**config.mk**
```make
export PLATFORM = sky130hd
export DESIGN_NAME = wb_arbiter_flat
export DESIGN_NICKNAME = d
export VERILOG_FILES = /design/src/rtl/wb_arbiter_pkg.sv /design/src/rtl/wb_arbiter_if.sv /design/src/rtl/wb_load_fifo.sv /design/src/rtl/wb_arbiter.sv /design/src/flat_wrapper.sv
export SDC_FILE = /design/constraint.sdc
export NUM_CORES = 1
export LEC_CHECK = 0
export ABC_AREA = 1
export BUFFER_PORTS_ARGS = -buffer_cell sky130_fd_sc_hd__buf_2
export CORE_MARGIN = 10
export CORE_UTILIZATION = 55
export DETAILED_ROUTE_END_ITERATION = 10
export PLACE_DENSITY = 0.88
export SYNTH_ARGS = -nofsm -noshare
export SYNTH_HDL_FRONTEND = slang
export SYNTH_SLANG_ARGS = --single-unit
```
**constraint.sdc**
```tcl
create_clock -name clock -period 4.5 [get_ports clock]
set_clock_uncertainty 0.1 [all_clocks]
set_input_delay 0.45 -clock clock [delete_from_list [all_inputs] [get_ports clock]]
set_output_delay 0.45 -clock clock [all_outputs]
set_load 0.1 [all_outputs]
```
**src/rtl/wb_arbiter_pkg.sv**
```systemverilog
// Shared core constants and types for the register-file writeback arbiter.
package wb_arbiter_pkg;

    localparam int unsigned ADDR_W     = 5;
    localparam int unsigned DATA_W     = 32;
    localparam int unsigned LOAD_DEPTH = 2;
    localparam int unsigned LOAD_PTR_W = (LOAD_DEPTH > 1) ? $clog2(LOAD_DEPTH) : 1;
    localparam int unsigned CNT_W      = $clog2(LOAD_DEPTH + 1);
    localparam int unsigned WAIT_W     = 2;
    localparam int unsigned NUM_REGS   = 1 << ADDR_W;

    typedef logic [ADDR_W-1:0] reg_addr_t;
    typedef logic [DATA_W-1:0] reg_data_t;

    typedef struct packed {
        reg_addr_t addr;
        reg_data_t data;
    } wb_req_t;

    typedef enum logic [1:0] {
        GRANT_NONE = 2'd0,
        GRANT_ALU  = 2'd1,
        GRANT_LOAD = 2'd2
    } grant_e;

    // One-hot register select used to build the pending-load mask.
    function automatic logic [NUM_REGS-1:0] addr_onehot(input reg_addr_t addr);
        return NUM_REGS'(1) << addr;
    endfunction

endpackage

```
**src/rtl/wb_arbiter_if.sv**
```systemverilog
// Writeback bus: ALU and load-return request ports plus the register-file write port.
interface wb_arbiter_if;
    import wb_arbiter_pkg::*;

    logic                   aluValid;
    reg_addr_t              aluAddress;
    reg_data_t              aluData;
    logic                   aluReady;
    logic                   lsuValid;
    reg_addr_t              lsuAddress;
    reg_data_t              lsuData;
    logic                   lsuReady;
    logic                   writeEnable;
    reg_addr_t              writeAddress;
    reg_data_t              writeData;
    logic [NUM_REGS-1:0]    pendingMask;
    logic [CNT_W-1:0]       loadCount;

    modport slave (
        input  aluValid, aluAddress, aluData,
        input  lsuValid, lsuAddress, lsuData,
        output aluReady, lsuReady,
        output writeEnable, writeAddress, writeData,
        output pendingMask, loadCount
    );

    modport master (
        output aluValid, aluAddress, aluData,
        output lsuValid, lsuAddress, lsuData,
        input  aluReady, lsuReady,
        input  writeEnable, writeAddress, writeData,
        input  pendingMask, loadCount
    );

endinterface

```
**src/rtl/wb_load_fifo.sv**
```systemverilog
// Small in-order load-return buffer with per-entry views for hazard tracking.
module wb_load_fifo
    import wb_arbiter_pkg::*;
(
    input  logic                           clk_i,
    input  logic                           rst_i,
    input  logic                           push_i,
    input  wb_req_t                        push_data_i,
    input  logic                           pop_i,
    output wb_req_t                        head_o,
    output logic [CNT_W-1:0]               count_o,
    output logic [LOAD_DEPTH-1:0]          entry_valid_o,
    output reg_addr_t [LOAD_DEPTH-1:0]     entry_addr_o
);

    logic [LOAD_PTR_W-1:0] rd_ptr_q, rd_ptr_d;
    logic [LOAD_PTR_W-1:0] wr_ptr_q, wr_ptr_d;
    logic [CNT_W-1:0]      count_q, count_d;
    wb_req_t               mem_q [LOAD_DEPTH];
    logic                  push_ok;
    logic                  pop_ok;

    assign push_ok = push_i && (count_q != CNT_W'(LOAD_DEPTH));
    assign pop_ok  = pop_i && (count_q != '0);

    // Pointer and occupancy update; push and pop in one cycle leave the count unchanged.
    always_comb begin
        rd_ptr_d = rd_ptr_q;
        wr_ptr_d = wr_ptr_q;
        count_d  = count_q;
        if (push_ok) begin
            wr_ptr_d = (wr_ptr_q == LOAD_PTR_W'(LOAD_DEPTH - 1)) ? '0 : wr_ptr_q + LOAD_PTR_W'(1);
        end
        if (pop_ok) begin
            rd_ptr_d = (rd_ptr_q == LOAD_PTR_W'(LOAD_DEPTH - 1)) ? '0 : rd_ptr_q + LOAD_PTR_W'(1);
        end
        case ({push_ok, pop_ok})
            2'b10:   count_d = count_q + CNT_W'(1);
            2'b01:   count_d = count_q - CNT_W'(1);
            default: count_d = count_q;
        endcase
    end

    always_ff @(posedge clk_i) begin
        if (rst_i) begin
            rd_ptr_q <= '0;
            wr_ptr_q <= '0;
            count_q  <= '0;
        end else begin
            rd_ptr_q <= rd_ptr_d;
            wr_ptr_q <= wr_ptr_d;
            count_q  <= count_d;
        end
    end

    // Payload storage needs no reset; validity comes from the count and read pointer.
    always_ff @(posedge clk_i) begin
        if (push_ok) begin
            mem_q[wr_ptr_q] <= push_data_i;
        end
    end

    // Slot i is live when its distance from the read pointer is below the occupancy.
    always_comb begin
        for (int unsigned i = 0; i < LOAD_DEPTH; i++) begin
            entry_valid_o[i] = (CNT_W'(LOAD_PTR_W'(i) - rd_ptr_q) < count_q);
            entry_addr_o[i]  = mem_q[i].addr;
        end
    end

    assign head_o  = mem_q[rd_ptr_q];
    assign count_o = count_q;

endmodule

```
**src/rtl/wb_arbiter.sv**
```systemverilog
// Arbitrates ALU results and buffered load returns onto one register-file write port.
module wb_arbiter
    import wb_arbiter_pkg::*;
(
    input  logic          clock,
    input  logic          reset,
    wb_arbiter_if.slave   bus
);

    localparam logic [WAIT_W-1:0] WAIT_MAX = '1;

    wb_req_t                    fifo_head;
    wb_req_t                    lsu_req;
    logic [CNT_W-1:0]           load_count;
    logic [LOAD_DEPTH-1:0]      entry_valid;
    reg_addr_t [LOAD_DEPTH-1:0] entry_addr;

    logic                       fifo_full;
    logic                       fifo_empty;
    logic                       force_head;
    logic                       alu_ready;
    logic                       lsu_ready;
    logic                       lsu_push;
    logic                       head_pop;
    grant_e                     grant;

    logic [WAIT_W-1:0]          wait_q, wait_d;
    logic                       we_q, we_d;
    reg_addr_t                  waddr_q, waddr_d;
    reg_data_t                  wdata_q, wdata_d;
    logic [NUM_REGS-1:0]        pending_mask;

    assign lsu_req  = '{addr: bus.lsuAddress, data: bus.lsuData};
    assign lsu_push = bus.lsuValid && lsu_ready;
    assign head_pop = (grant == GRANT_LOAD);

    wb_load_fifo u_load_fifo (
        .clk_i         (clock),
        .rst_i         (reset),
        .push_i        (lsu_push),
        .push_data_i   (lsu_req),
        .pop_i         (head_pop),
        .head_o        (fifo_head),
        .count_o       (load_count),
        .entry_valid_o (entry_valid),
        .entry_addr_o  (entry_addr)
    );

    // Grant selection: a full buffer or a starved head preempts the ALU.
    always_comb begin
        fifo_full  = (load_count == CNT_W'(LOAD_DEPTH));
        fifo_empty = (load_count == '0);
        force_head = !fifo_empty && (fifo_full || (wait_q == WAIT_MAX));
        alu_ready  = !(fifo_full || (wait_q == WAIT_MAX));
        lsu_ready  = !fifo_full;
        grant      = GRANT_NONE;
        if (force_head) begin
            grant = GRANT_LOAD;
        end else if (bus.aluValid) begin
            grant = GRANT_ALU;
        end else if (!fifo_empty) begin
            grant = GRANT_LOAD;
        end
    end

    // Next write-port state and starvation counter; writes to x0 are consumed silently.
    always_comb begin
        we_d    = 1'b0;
        waddr_d = waddr_q;
        wdata_d = wdata_q;
        wait_d  = wait_q;
        case (grant)
            GRANT_ALU: begin
                we_d    = (bus.aluAddress != '0);
                waddr_d = bus.aluAddress;
                wdata_d = bus.aluData;
            end
            GRANT_LOAD: begin
                we_d    = (fifo_head.addr != '0);
                waddr_d = fifo_head.addr;
                wdata_d = fifo_head.data;
            end
            default: ;
        endcase
        if (fifo_empty || head_pop) begin
            wait_d = '0;
        end else if (wait_q != WAIT_MAX) begin
            wait_d = wait_q + WAIT_W'(1);
        end
    end

    always_ff @(posedge clock) begin
        if (reset) begin
            wait_q  <= '0;
            we_q    <= 1'b0;
            waddr_q <= '0;
            wdata_q <= '0;
        end else begin
            wait_q  <= wait_d;
            we_q    <= we_d;
            waddr_q <= waddr_d;
            wdata_q <= wdata_d;
        end
    end

    // Registers with a load still in flight; x0 never counts as pending.
    always_comb begin
        pending_mask = '0;
        for (int unsigned i = 0; i < LOAD_DEPTH; i++) begin
            if (entry_valid[i]) begin
                pending_mask = pending_mask | addr_onehot(entry_addr[i]);
            end
        end
        pending_mask[0] = 1'b0;
    end

    assign bus.aluReady     = alu_ready;
    assign bus.lsuReady     = lsu_ready;
    assign bus.writeEnable  = we_q;
    assign bus.writeAddress = waddr_q;
    assign bus.writeData    = wdata_q;
    assign bus.pendingMask  = pending_mask;
    assign bus.loadCount    = load_count;

endmodule
```
**src/flat_wrapper.sv**
```systemverilog
// flat-port wrapper written by rule: the top's interface ports become plain ports
module wb_arbiter_flat import wb_arbiter_pkg::*;
  (clock, reset, bus_aluValid, bus_aluAddress, bus_aluData, bus_lsuValid, bus_lsuAddress, bus_lsuData, bus_aluReady, bus_lsuReady, bus_writeEnable, bus_writeAddress, bus_writeData, bus_pendingMask, bus_loadCount);
  wb_arbiter_if bus_i ();
  input  logic clock;
  input  logic reset;
  input wire logic [$bits(bus_i.aluValid)-1:0] bus_aluValid;
  input wire logic [$bits(bus_i.aluAddress)-1:0] bus_aluAddress;
  input wire logic [$bits(bus_i.aluData)-1:0] bus_aluData;
  input wire logic [$bits(bus_i.lsuValid)-1:0] bus_lsuValid;
  input wire logic [$bits(bus_i.lsuAddress)-1:0] bus_lsuAddress;
  input wire logic [$bits(bus_i.lsuData)-1:0] bus_lsuData;
  output wire logic [$bits(bus_i.aluReady)-1:0] bus_aluReady;
  output wire logic [$bits(bus_i.lsuReady)-1:0] bus_lsuReady;
  output wire logic [$bits(bus_i.writeEnable)-1:0] bus_writeEnable;
  output wire logic [$bits(bus_i.writeAddress)-1:0] bus_writeAddress;
  output wire logic [$bits(bus_i.writeData)-1:0] bus_writeData;
  output wire logic [$bits(bus_i.pendingMask)-1:0] bus_pendingMask;
  output wire logic [$bits(bus_i.loadCount)-1:0] bus_loadCount;
  assign bus_i.aluValid = bus_aluValid;
  assign bus_i.aluAddress = bus_aluAddress;
  assign bus_i.aluData = bus_aluData;
  assign bus_i.lsuValid = bus_lsuValid;
  assign bus_i.lsuAddress = bus_lsuAddress;
  assign bus_i.lsuData = bus_lsuData;
  assign bus_aluReady = bus_i.aluReady;
  assign bus_lsuReady = bus_i.lsuReady;
  assign bus_writeEnable = bus_i.writeEnable;
  assign bus_writeAddress = bus_i.writeAddress;
  assign bus_writeData = bus_i.writeData;
  assign bus_pendingMask = bus_i.pendingMask;
  assign bus_loadCount = bus_i.loadCount;
  wb_arbiter u_core (.clock(clock), .reset(reset), .bus(bus_i));
endmodule
```
==> run summary, run 1 <==
The flow ran to the end, and the final reports show no timing, DRC or antenna violations. The biggest area contributor in the post-synthesis netlist is sky130_fd_sc_hd__edfxtp_1. In the synthesized netlist, the cells that appear most often are sky130_fd_sc_hd__nand2_1, sky130_fd_sc_hd__edfxtp_1, sky130_fd_sc_hd__o21ai_1, sky130_fd_sc_hd__nor2_1, sky130_fd_sc_hd__dfxtp_1. The average footprint of a synthesized cell was 8.97 um2. Summed over all layers, the routed wires come to 14400 um. Setup repair after global routing left no endpoint under its margin. For the arrival time reported for the critical path endpoint, the log shows 2.55 ns. Root buffer selected by CTS: sky130_fd_sc_hd__clkbuf_8. 0 antenna diodes ended up in the layout.

The delay of the slowest critical-path stage was 0.47 ns. Across every metal layer, demand over resource in global routing totals 20.2%. The highest-delay cell along the critical path is sky130_fd_sc_hd__buf_2.

The critical-path maximum fanout is 15, and the share of the synthesized area in the top cell type is 41.6%. The async set-reset flop share out of synthesis is 0%. Once detail routing completed, the nets flagged for antenna violations numbered 0. For the worst setup path, the data required time is 3.95 ns. In this run the tool buffered the top-level ports with 150 buffer cells.

For the post-synth design cell area, the log shows 5340 um2. In this run the tightest slew margin relative to its limit is 24.6%. The Yosys step of the flow raised 0 warnings. The logs give 0 for the hold violation total from the final report and 595 for the post-synthesis instance total. For the wire length of the first global-routing pass, the log shows 23200 um. Row generation in the floorplan step produced 35 rows.

Setup violations remaining at the end of the flow were counted as 0. The static leakage power was 2.95 nW; the fill cell instance count of the final layout was 713. From synthesis to final layout, the design area changed by 24.5%. The die covers 14000 um2.

The number of hold buffers added after CTS was 0. The startpoint class of the critical path is a flip-flop. CTS built an H-tree with a depth of 4. At the pin with the least slew margin, the transition time is 1.13 ns. The post-CTS resize count was 0.

The routed metal-1 wire length was 5730 um; the die height was 119 um. The clock latency on the worst-skew pair is 0.51 ns. The logs give 41 for the largest net degree at the start of global routing and 0 for the final number of max-transition violations. The run gives 348 as the detailed router's first-iteration violation count. Routed signal wires occupy layers up through met4.

The worst path needs 3.10 ns of the cycle, external delays included. Buffers inserted during clock tree synthesis total 17. The critical path goes through inv_2 -> ha_1 -> a21o_1 -> nor2_4 -> nand2_1 -> o21ai_0 -> buf_2.

The worst setup path is captured at an output pin. After detailed routing, the number of vias per cell comes to 5.26. Sequential elements use 58.5% of the synthesized area.

The smallest hold slack came out at 0.0193 ns. Across the run, the number of max-cap violations was 0. The synthesized design contains 74 enable-type register cells.

The power per cell area is 835 nW/um2. The final period utilization came out at 68.9%. The critical path is of the reg2out type. After clock tree synthesis, the clock-pin slew on the worst setup and hold paths is 0.06 ns. Once layout is done, the placed cells without fillers occupy 6650 um2. The post-route netlist has 26.3% of its cells at a drive strength greater than 1. For the count of unique library cells instantiated by Yosys, the log shows 30.

The DRC violations left is 0. TritonCTS built the clock tree. Once detailed placement completed, the half-perimeter wirelength came to 9890 um.

Sorting the synthesized cells by area gives the leading types as sky130_fd_sc_hd__edfxtp_1, sky130_fd_sc_hd__dfxtp_1, sky130_fd_sc_hd__nand2_1. After detailed routing, the average wire length per cell comes to 16.4 um. The remaining global-route overflow came out at 0. The min-delay analysis places its worst path in the category in2reg. For the initial cell density of the core, the log shows 57.2%.

Net count reported at finish: 816. Among all flip-flop cells after synthesis, the most frequent one is sky130_fd_sc_hd__edfxtp_1. Routed length on met2: 7470 um. Number of antenna violations at the first check in global routing: 0. The core region is 9330 um2. The post-synthesis register bit count came out at 119. The logs give 957 um for the detailed-routed wire length on met3 and 0.830 for the weighted congestion at the end of routability-driven global placement. Timing would allow up to 323 MHz.

The total cell area at the placement stage came out at 6060 um2. The clock net in this run drives a total of 119 sinks. For the non-filler instance count after layout, the log shows 877.

The number of nets in the synthesized netlist is 676. 152 I/O pins were placed. In this run the post-CTS setup repair buffer count came out at 0. For the final routed database, the setup TNS stands at 0 ns. The logs give 4675 for the via count of the first global-routing pass and 2 for the largest buffer count on any clock path.

The tools report the maximum resistive drop on vdd as 0.000560 V. The overall die width works out to 119 um. Summing internal, switching and leakage power gives 5.55 mW.

The first TritonRoute pass finished after 5 iterations. Detailed routing inserted a total of 4614 vias. Once placement completed, the tool counted placed cells totaling 844. Yosys instantiated no cell more often than sky130_fd_sc_hd__nand2_1.
## cell usage in the layout, fill, tap and decap left out, drive strengths merged, types with 2 or more instances in the layout
cell type  synthesis  routed
nand2            211     211
ha                 3       3
nand3             17      17
edfxtp            74      74
bufinv             0       2
nand3b             2       2
inv               29      37
clkinv             0       2
nor4               3       3
nor3               6       6
o21ai            101     101
clkbuf             6      18
nand4              3       3
clkinvlp           0       2
buf               25     151
nor2              57      57
xor2               2       2
a21oi              8       8
dfxtp             45      45
## area by class of cell
type | instances | area (um2) | share of cell area [%]
inverters | 29 | 114 | 1.71
repair buffers | 152 | 768 | 11.6
well taps | 129 | 161 | 2.43
clock inverters | 14 | 161 | 2.43
clock buffers | 18 | 418 | 6.29
multi-input cells | 416 | 1900 | 28.6
flip-flops and latches | 119 | 3120 | 47.0
## state kept, by name, summed over array words and instances, names as in the netlist, named ones only
name and count:
u_core.u_load_fifo.mem_q 74, u_core.bus.writeData 32, u_core.bus.writeAddress 5, u_core.u_load_fifo.count_o 2, u_core.wait_q 2, u_core.bus.writeEnable 1, u_core.u_load_fifo.rd_ptr_q 1, u_core.u_load_fifo.wr_ptr_q 1
## final timing paths
check	slack [ns]	endpoint	cells past startpoint	from
hold reg to reg	0.35	u_core.bus.writeData[1]$_SDFFE_PP0P_	2	u_core.bus.writeData[1]$_SDFFE_PP0P_
hold / removal	0.02	u_core.u_load_fifo.mem_q[0][16]$_DFFE_PP_	1	bus_lsuData[16]
setup reg to reg	1.84	u_core.u_load_fifo.count_o[1]$_SDFFE_PP0P_	10	u_core.wait_q[0]$_SDFFE_PP0N_
setup / recovery	1.40	bus_pendingMask[11]	7	u_core.u_load_fifo.count_o[1]$_SDFFE_PP0P_
## critical path, delay by kind of cell, from the launching register on
| family | cells | cell delay (ns) |
|---|---|---|
| and+or+nand+nor | 2 | 0.40 |
| adders and majority gates | 1 | 0.30 |
| buffers and inverters | 2 | 0.57 |
| AOI/OAI and AO/OA | 2 | 0.35 |
| DFF | 1 | 0.41 |
## routing by layer
| metal | up-vias | global-route usage [%] |
|---|---|---|
| li1 | 2265 | - |
| met2 | 168 | 35.7 |
| met5 | - | 0 |
| met1 | 2162 | 22.3 |
| met3 | 19 | 5.66 |
| met4 | 0 | 8.02 |
## cell families (layout without fill, tap and decap cells)
group | Yosys count | in the layout | share of synthesized area, %
AO/OA/AOI/OAI | 111 | 111 | 10.5
XOR/XNOR | 2 | 2 | 0.328
adder cells (fa/ha/maj) | 3 | 3 | 0.703
buffers and inverters | 60 | 213 | 6.21
flip-flops | 119 | 119 | 58.5
other | 1 | 1 | 0.0702
AND/OR/NAND/NOR | 299 | 299 | 23.7
## where the power goes
| group | internal, mW | total [mW] | switching [mW] |
|---|---|---|---|
| registers | 1.44 | 1.57 | 0.138 |
| logic | 0.421 | 2.65 | 2.23 |
| clock network | 0.803 | 1.32 | 0.518 |
| total | 2.66 | 5.55 | 2.89 |
## stage by stage
stage | utilization, % | setup WS (ns)
after global placement | 64.9 | 1.98
after detailed placement | 64.9 | 1.83
final | 71.2 | 1.40
after CTS | 71.1 | 1.42
after floorplan | - | 0.212
after global routing | 71.2 | 1.23
(Power assumes the default switching activity.)
==> run 2: changes to the inputs <==
Settings changed: CORE_UTILIZATION 55 to 52, PLACE_DENSITY 0.88 to 0.84.
Clock period 4.5 ns to 3.1 ns, I/O delays scaled along.
==> run summary, run 2 (synthesis gave the netlist of run 1 again) <==
The critical-path maximum fanout came out at 15 (unchanged). The highest-delay cell along the critical path was sky130_fd_sc_hd__buf_2. The internal power was 3.92 mW (+47%); the top-level I/O count was 152 (unchanged). The tools report the initial cell density of the core as 53.9% (-3.4 points). The final period utilization works out to 94.7%.

The number of buffers created by CTS was 17 (unchanged); the buffers inserted during post-CTS setup optimization was 0 (unchanged). For the max-cap violation count, the log shows 0 (unchanged). The weighted congestion at the end of routability-driven global placement is 0.871 (+4.9%). The number of antenna violations at the first check in global routing is 0 (unchanged), and the via count of the first global-routing pass is 5325 (+14%). The clock share of power is 22.8% (-1.0 points). The path class of the tightest hold or removal check is in2reg.

The logs give 683 (-4.2%) for the fill cell instance count of the final layout and 55.0% (+30 points) for the relative max-transition margin. The overall track demand over capacity in global routing is 22.0% (+1.9 points). The routed length per instance was 17.1 um (+4.5%).

For the net count reported at finish, the log shows 889 (+8.9%). The type of destination of the critical path is an output pin. The via density per instance was 5.33 (+1.3%); the wire length of the first global-routing pass was 26000 um (+12%). The remaining global-route overflow was 0 (unchanged). Power per cell area: 1100 nW/um2 (+31%).

The arrival time reported for the critical path endpoint is 2.53 ns (-0.02 ns). The worst setup path is of the reg2out kind. The delay of the slowest critical-path stage is 0.44 ns (-0.03 ns). The static leakage power was 3.29 nW (+12%); the minimum clock period after layout was 2.94 ns.

The largest buffer count on any clock path is 2 (unchanged). The run finished with clean final reports. The worst slack at placement came out at 0.716 ns (-1.11 ns).

The fraction of power spent switching nets is 52.2% (+0.090 points), and the clock latency on the worst-skew pair is 0.51 ns (about the same). The library cell used most frequently in the layout, excluding fill and tap cells, is sky130_fd_sc_hd__nand2_1. The tools report the full die area as 14700 um2 (+4.8%). Detailed router's first-iteration violation count: 411 (+18%). The cell sitting at the root of the clock tree is a sky130_fd_sc_hd__clkbuf_8. The sum of routed wire length over all layers came out at 16300 um (+14%).

The maximum level of the CTS H-tree is 4 (unchanged), and the setup slack after layout is 0.164 ns (-1.24 ns). Die height: 121 um (+2.4%). Based on the critical path, the design can be clocked at up to 341 MHz. Detailed-router iteration count before antenna repair: 7 (+2). The logs give 0.00105 V (+87%) for the maximum resistive drop on vdd and 0 (unchanged) for the final number of max-transition violations. The number of sinks driven by the clock tree was 119 (unchanged). TritonCTS built the clock tree. The share of layout cells above drive strength 1 is 27.5% (+1.2 points). STA classifies the critical path startpoint as a flip-flop. The setup-violating endpoint count in the final report is 0 (unchanged). The tools report the via total after detailed routing as 5088 (+10%).

The run gives 40 (-2.4%) as the largest net degree at the start of global routing. Quantity of I/O buffers inserted on ports: 150 (unchanged). The number of nets still failing antenna checks after routing came out at 0 (unchanged). The hold violation total from the final report was 0 (unchanged); the combinational group share of total power was 49.2% (+1.4 points).

The number of flip-flops under the largest register name was 74 (unchanged). The share of power burned in registers is 28.0% (-0.4 points), and the overall die width is 121 um (+2.4%). The run gives 0 (unchanged) as the DRC violations left. The power spent charging and discharging nets is 4.27 mW (+48%).

The library cells used most frequently in the layout, excluding fill and tap cells, are sky130_fd_sc_hd__nand2_1, sky130_fd_sc_hd__buf_2, sky130_fd_sc_hd__edfxtp_1. The slew at the pin closest to its max-slew limit is 0.674 ns (-0.454 ns), and the relative area change from synthesis to final layout is 39.8%. The register clock-pin slew on the reported worst setup and hold paths works out to 0.06 ns (about the same).

The logs give 9890 um (about the same) for the half-perimeter wire length after placement and 75.3% (+4.1 points) for the share of the core filled with cells in the final layout. The area inside the core boundary came out at 9910 um2 (+6.2%). The cell row count came out at 36 (+2.9%). Ranked by flip-flop count, first place goes to u_core.u_load_fifo.mem_q. For the smallest hold slack, the log shows 0.0445 ns (+0.0252 ns).

Setup repair after global routing left no endpoint under its margin. The tools report the required time at the endpoint of the critical path as 2.69 ns (-1.26 ns). Traced cell by cell, the critical path runs through inv_2 -> ha_1 -> a21o_1 -> nor2_4 -> nand2_1 -> o21ai_2 -> buf_2.
[run 2: cell count changes in the layout (fill, tap and decap cells not counted), moves of 2 or more]
cell	previous run	this run
sky130_fd_sc_hd__dlygate4sd3_1	1	71
sky130_fd_sc_hd__o21ai_2	0	26
sky130_fd_sc_hd__o21ai_0	36	11
sky130_fd_sc_hd__inv_6	7	3
sky130_fd_sc_hd__buf_4	1	4
sky130_fd_sc_hd__clkinv_1	0	2
sky130_fd_sc_hd__clkinv_4	1	3
[run 2: final timing paths]
kind	cells past startpoint	from	to	slack, ns
setup / recovery	7	u_core.u_load_fifo.count_o[1]$_SDFFE_PP0P_	bus_pendingMask[9]	0.16
setup reg to reg	8	u_core.wait_q[0]$_SDFFE_PP0N_	u_core.bus.writeData[27]$_SDFFE_PP0P_	0.93
hold / removal	3	bus_lsuValid	u_core.u_load_fifo.wr_ptr_q$_SDFFE_PP0P_	0.04
hold reg to reg	2	u_core.bus.writeData[13]$_SDFFE_PP0P_	u_core.bus.writeData[13]$_SDFFE_PP0P_	0.35
[run 2: critical path: cells and delay by family (launching register included)]
kind | cells | cell delay, ns
flip-flops | 1 | 0.41
AND/OR/NAND/NOR | 2 | 0.45
buffers and inverters | 2 | 0.54
adder cells (fa/ha/maj) | 1 | 0.29
AO/OA/AOI/OAI | 2 | 0.33
[run 2: timing repair]
item	4_1_cts	5_1_grt
hold buffers	71	0
hold endpoints to repair	108	0
gates resized for setup	0	0
[run 2: area by class of cell]
type / instances / area, um2 / area share (%)
flip-flops and latches: 119 / 3120 / 41.9
multi-input cells: 416 / 2000 / 26.8
repair buffers: 225 / 1490 / 20.0
clock buffers: 17 / 414 / 5.55
well taps: 133 / 166 / 2.23
clock inverters: 15 / 153 / 2.05
inverters: 29 / 114 / 1.53
diodes: 1 / 2.50 / 0.0335
[run 2: stage by stage]
step,TNS [ns],instance area [um2],power [mW],instances
after global placement,0,6180,6.12,851
final,0,7460,8.19,955
after detailed placement,0,6180,6.21,851
after floorplan,-1.51,5450,5.64,595
after CTS,0,7460,8.15,954
after global routing,0,7460,8.57,954
[run 2: power groups by stage]
stage / Clock, mW / Sequential, mW / Combinational (mW)
global placement: 0 / 2.28 / 3.84
CTS: 1.88 / 2.27 / 3.99
floorplan: 0 / 3.86 / 1.78
global route: 1.96 / 2.33 / 4.28
detailed placement: 0 / 2.30 / 3.91
finish: 1.87 / 2.29 / 4.03
[run 2: layer usage]
layer	vias to the layer above	global-route usage (%)	wire [um]
li1	2408	-	-
met1	2368	22.0	6010
met2	249	39.4	8410
met3	63	5.82	1120
met4	0	14.3	796
met5	-	0	0
